[src/rtl/sq_iter_squarer_pkg.sv]
// sq_iter_squarer_pkg: FSM state encodings and operand-width legality helper for the iterative squarer
package sq_iter_squarer_pkg;

    typedef enum logic [1:0] {
        SQ_IDLE = 2'd0,
        SQ_CALC = 2'd1,
        SQ_DONE = 2'd2
    } sq_state_t;

    localparam int SQ_MIN_W = 2;
    localparam int SQ_MAX_W = 16;

    function automatic bit sq_width_ok(input int w);
        return (w >= SQ_MIN_W) && (w <= SQ_MAX_W);
    endfunction

endpackage

[src/rtl/sq_shift_add_dp.sv]
// sq_shift_add_dp: one combinational shift-add step (conditional add, then shift multiplicand left and multiplier right)
module sq_shift_add_dp #(
    parameter int WIDTH = 4
) (
    input  logic [2*WIDTH-1:0] acc,
    input  logic [2*WIDTH-1:0] mcand,
    input  logic [WIDTH-1:0]   mplier,
    output logic [2*WIDTH-1:0] acc_nxt,
    output logic [2*WIDTH-1:0] mcand_nxt,
    output logic [WIDTH-1:0]   mplier_nxt
);

    // add the shifted multiplicand when the current multiplier bit is set
    always_comb begin
        acc_nxt    = mplier[0] ? acc + mcand : acc;
        mcand_nxt  = mcand << 1;
        mplier_nxt = mplier >> 1;
    end

endmodule

[src/rtl/sq_iter_squarer.sv]
// sq_iter_squarer: sequential sign-magnitude squarer with valid/ready handshakes; SQ_EARLY_DONE_EN finishes once the multiplier empties
module sq_iter_squarer
    import sq_iter_squarer_pkg::*;
#(
    parameter int WIDTH = 4
) (
    input  logic               clk,
    input  logic               rst,
    input  logic               in_valid,
    output logic               in_ready,
    input  logic [WIDTH-1:0]   n,
    input  logic               sign,
    output logic               out_valid,
    input  logic               out_ready,
    output logic [2*WIDTH-1:0] square,
    output logic               out_sign,
    output logic               busy
);

    localparam int OUT_W = 2 * WIDTH;
    localparam int CNT_W = $clog2(WIDTH);

    if (!sq_width_ok(WIDTH)) begin : g_bad_width
        $error("sq_iter_squarer: WIDTH must be within 2..16");
    end

    sq_state_t        state;
    logic [OUT_W-1:0] acc, mcand, acc_nxt, mcand_nxt;
    logic [WIDTH-1:0] mplier, mplier_nxt;
    logic [CNT_W-1:0] cnt;
    logic             last;

    sq_shift_add_dp #(.WIDTH(WIDTH)) u_dp (
        .acc        (acc),
        .mcand      (mcand),
        .mplier     (mplier),
        .acc_nxt    (acc_nxt),
        .mcand_nxt  (mcand_nxt),
        .mplier_nxt (mplier_nxt)
    );

    // final iteration: fixed count, or as soon as no multiplier bits remain
    always_comb begin
`ifdef SQ_EARLY_DONE_EN
        last = (mplier_nxt == '0) || (cnt == CNT_W'(WIDTH - 1));
`else
        last = (cnt == CNT_W'(WIDTH - 1));
`endif
    end

    assign in_ready  = (state == SQ_IDLE);
    assign out_valid = (state == SQ_DONE);
    assign busy      = (state != SQ_IDLE);

    // handshake FSM and iteration registers
    always_ff @(posedge clk or posedge rst) begin
        if (rst) begin
            state    <= SQ_IDLE;
            acc      <= '0;
            mcand    <= '0;
            mplier   <= '0;
            cnt      <= '0;
            square   <= '0;
            out_sign <= 1'b0;
        end else begin
            case (state)
                SQ_IDLE: if (in_valid) begin
                    mcand    <= {{WIDTH{1'b0}}, n};
                    mplier   <= n;
                    acc      <= '0;
                    cnt      <= '0;
                    out_sign <= sign;
                    state    <= SQ_CALC;
                end
                SQ_CALC: begin
                    acc    <= acc_nxt;
                    mcand  <= mcand_nxt;
                    mplier <= mplier_nxt;
                    cnt    <= cnt + 1'b1;
                    if (last) begin
                        square <= acc_nxt;
                        state  <= SQ_DONE;
                    end
                end
                SQ_DONE: if (out_ready) state <= SQ_IDLE;
                default: state <= SQ_IDLE;
            endcase
        end
    end

endmodule

[config.mk]
export PLATFORM = sky130hd
export DESIGN_NAME = sq_iter_squarer
export DESIGN_NICKNAME = d
export VERILOG_FILES = /design/src/rtl/sq_iter_squarer_pkg.sv /design/src/rtl/sq_shift_add_dp.sv /design/src/rtl/sq_iter_squarer.sv
export SDC_FILE = /design/constraint.sdc
export NUM_CORES = 1
export LEC_CHECK = 0
export CORE_ASPECT_RATIO = 0.75
export CORE_MARGIN = 8
export CORE_UTILIZATION = 48
export DETAILED_ROUTE_END_ITERATION = 8
export PLACE_DENSITY = 0.76
export SYNTH_ARGS = -nofsm -noshare
export SYNTH_HDL_FRONTEND = slang
export SYNTH_SLANG_ARGS = --single-unit
export TNS_END_PERCENT = 100
[constraint.sdc]
create_clock -name clk -period 1.7 [get_ports clk]
set_input_delay 0.17 -clock clk [delete_from_list [all_inputs] [get_ports clk]]
set_output_delay 0.17 -clock clk [all_outputs]
set_load 0.03 [all_outputs]
* Word level (Yosys, flattened, before mapping)
Index checks and enable logic that the tools add are counted.
Word-level totals: bits in registers 33, input port bits 9, word-level logic and storage cells 35
Cells by class: add/subtract/negate cells 2, equality and inequality tests 6, multiplexer cells 13, reductions and logical operators 7
Operator list (number):
- case mux 8 bit (2 select lines) | 2
- two-way mux 8 bit | 3
- adder 8 bit | 1
- two-way mux 2 bit | 4
- case mux 4 bit (2 select lines) | 1
- case mux 2 bit (3 select lines) | 1
- AND reduction 2 bit | 3
- == test 2 bit (second input constant) | 2
- two-way mux 4 bit | 1
- != test 2 bit (second input constant) | 2
- case mux 2 bit (2 select lines) | 1
- nonzero test 2 bit | 2
- AND reduction 3 bit | 1
- adder 2 x 1 -> 2 bit (second input constant) | 1
- == test 2 x 1 -> 1 bit (second input constant) | 1
- logical NOT 2 bit | 1
- != test 2 x 1 -> 1 bit (second input constant) | 1

* Logic depth before layout (Yosys ltp)
word-level depth 3, mapped depth 9, depth with buffers taken out 9

* By module
From an unflattened synthesis, not the netlist that was laid out.
Second synthesis, totals: cell total of the unflattened synthesis 173, area, all modules 1888.1 µm²
By module, submodules not included:
- sq_iter_squarer | times used 1, cells each 103, area each 1348.8 µm²
- sq_shift_add_dp | times used 1, cells each 70, area each 539.3 µm²

* Worst setup path before layout
No wires, ideal clock.
kind reg2reg, start register acc[0], end register square[6], arrival 1.651 ns, required time 1.578 ns, path slack -0.073 ns, stages on the path, launching flop included 10, cells stage by stage dfrtp_1 -> ha_1 -> inv_1 -> fa_1 -> nor2b_1 -> o31a_1 -> o21ai_1 -> nand2b_1 -> mux2i_1 -> nand2_1
Between the ends: longest elaborated chain between the ends 2
RTL lines:
- from (decl) | line sq_iter_squarer.sv:28 | logic [OUT_W-1:0] acc, mcand, acc_nxt, mcand_nxt;
- from (signal assigned) | line sq_iter_squarer.sv:76 | acc <= acc_nxt;
- adder 8 bit | line sq_shift_add_dp.sv:15 | acc_nxt = mplier[0] ? acc + mcand : acc;
- two-way mux 8 bit | line sq_shift_add_dp.sv:15
- to (signal assigned) | line sq_iter_squarer.sv:81 | square <= acc_nxt;
- to (decl) | line sq_iter_squarer.sv:15 | output logic [2*WIDTH-1:0] square,
Every way passes these cells. A chain may end at the register's enable or synchronous reset.

* Worst setup path after layout
Same ends and word-level chain as after synthesis.

==> metrics <==
H-tree depth 2; placed instance count about 260; Area Growth Syn to Fin 37.76%; RR Endpoint square[6]; # port buffers 20; Post-route DRC 0; DR WL/cell between 15 and 20 µm; Seq cells post-synth 33; placeable core region 3542 µm²; Commonest cells post-synth dfrtp_1, nand2_1, o21ai_0, nor2_1, a21oi_1; Critical Path Sink Type flip-flop; clock tree from TritonCTS built; leakage power about 0.0011 µW; Mapped Area approximately 1700 µm²; Vias/cell roughly 5.7; num rows 19; Setup WS post-layout -155.4 ps; Post-DRT Antenna Nets 0; Data arrival, critical path 2040 ps; design area about 2400 µm²; cells taking the most area after synthesis dfrtp_1, ha_1, nand2_1; Layout Nets 249; share of the yosys chip area belonging to registers 47.93%; DP Worst Slack -150.9 ps; Total GRT Usage 16.44%; total placed instance area ~2100 µm²; Slew Limit Fails 0; initial antenna violation count 0; Final min period 1855 ps; Yosys warning count 0; hpwl dp between 3 and 4 mm; Finished Layout Cells 273; failing checks setup timing; Syn Inst Count between 150 and 200; clock sink count 33; DR pass1 iterations 4; Final Cycle Share 109.1%; Starting Density between 40% and 50%; Synth Area per Inst 9.734 µm²; count leader, synth dfrtp_1; worst setup path startpoint acc[0]; status complete, but fails checks; total number of vias 1543; leading area contributor after synthesis dfrtp_1; max-cap violations 0; pin slew with the least headroom to its limit 680.5 ps; flop2flop setup slack -160 ps; global-route wire length before repair 7.300 mm; die height 67.89 µm; die area 5782 µm²; Clock Latency Late Sink 290 ps; post-synth top area share 47.93%; Worst Path Required 1880 ps; worst hold slack roughly 280 ps; FF-to-FF Start acc[0]; CTS buffer count 5; PD cells approximately 1800 nW/µm²; Clock Skew 8.269 ps; Setup CP Type reg2reg; die boundary width between 80 and 90 µm; CTS clk-pin slew, worst paths 70 ps; diode count 0; critical path fanouts, max 2; vias in the first global route 1557; achievable clock frequency 539.0 MHz; pin count of the biggest net entering global routing 34; Iteration-0 DRC Markers 92; R2R depth 9; number of synthesized flops with an enable pin 0; routability cong. 0.8593; Rel. slew slack 54.54%; Top FF cell, synth dfrtp_1; Async SR Flop Fraction 100.0%; Fin. Hold Viols 0; Netlist cell types 33; Max Root-Sink Buffers 2; VDD IR max 1040 µV; startpoint types flip-flop; root buf cell clkbuf_8; Net Count, Synth between 150 and 200; FILL cells 270; Setup Viol. Count Final 8; ratio of cells with drive above 1 in the final layout 26.84%; # IOs 21; HP Class in2async; RSZ-0062 raised after global routing true; grt total ovfl 0; Total Routed Length 4.639 mm
-- area by class of cell --
class	instances	area [µm²]	share of cell area (%)
Clock buffer	7	86.33	3.637
Inverter	8	30.03	1.265
Tap cell	42	52.55	2.214
Timing Repair Buffer	53	446.7	18.82
Sequential cell	33	825.8	34.79
Multi-Input combinational cell	130	932.1	39.27
-- how the worst max path moves through the flow --
stage | to | slack, ps
final | square[6] | -160
after global routing | square[6] | -260
after CTS | square[6] | -100
after detailed placement | square[6] | -150
after global placement | square[7] | -100
after floorplan | square[6] | -20
-- state kept, by name, indices dropped and copies added, names as in the netlist --
register / flops
acc: 8
cnt: 2
mcand: 8
mplier: 4
out_sign: 1
square: 8
state: 2
-- placed cells by master (no fill, tap or decap), types with 4 or more instances in the layout --
cell type	Yosys	routed
dfrtp_1	33	33
buf_4	0	32
nand2_1	26	26
clkdlybuf4s50_1	0	17
o21ai_0	17	16
nor2_1	13	13
a21oi_1	12	10
a22o_1	10	10
o21ai_1	7	7
mux2i_1	6	6
clkbuf_8	0	6
inv_1	8	5
ha_1	8	4
ha_4	0	4
-- critical path: stages, from the launching register on --
cell	delay (ps)
dfrtp_1	390
ha_4	160
inv_2	40
fa_2	390
nor2b_2	140
o31a_1	180
o21ai_1	70
nand2b_1	130
mux2i_1	200
nand2_1	60
-- through the flow --
stage          TNS, ps  total power (µW)  util (%)
4_1_cts         -381.9              4123     64.85
5_1_grt          -1424              4520     67.01
3_5_place_dp    -714.9              3429     60.26
3_3_place_gp    -333.3              3321     60.26
6_report        -727.9              4245     67.01
2_1_floorplan   -38.83              2563         -
-- report_power, final --
part | leakage, µW | switching (µW) | total [µW] | internal, µW
sequential | 0.000438 | 257 | 1340 | 1080
combinational | 0.000611 | 1220 | 2300 | 1070
clock | 0.0000443 | 288 | 609 | 321
total | 0.00109 | 1770 | 4250 | 2480
-- cells by family after synthesis --
family	count (synthesis)	share of synthesized area, %
flip-flops	33	47.93
AND/OR/NAND/NOR	50	12.78
multiplexers	9	5.447
XOR/XNOR	5	2.542
buffers and inverters	14	3.122
adder cells (fa/ha/maj)	9	6.972
AO/OA/AOI/OAI	57	21.20
-- per-layer routing --
metal  vias to the layer above  part of all wire (%)  global-route usage (%)
li1                        725                     -                       -
met3                        10                   4.8                   4.916
met2                        47                    49                   27.96
met4                         0                   2.4                   6.181
met5                         -                     0                       0
met1                       761                    43                   19.64
-- repair_timing --
action,CTS,global route
pin swaps,5,7
setup endpoints to repair,9,10
gates resized for setup,13,9
setup buffers,4,5
hold buffers,0,0
Note: power is estimated with default switching activity, not from simulation.
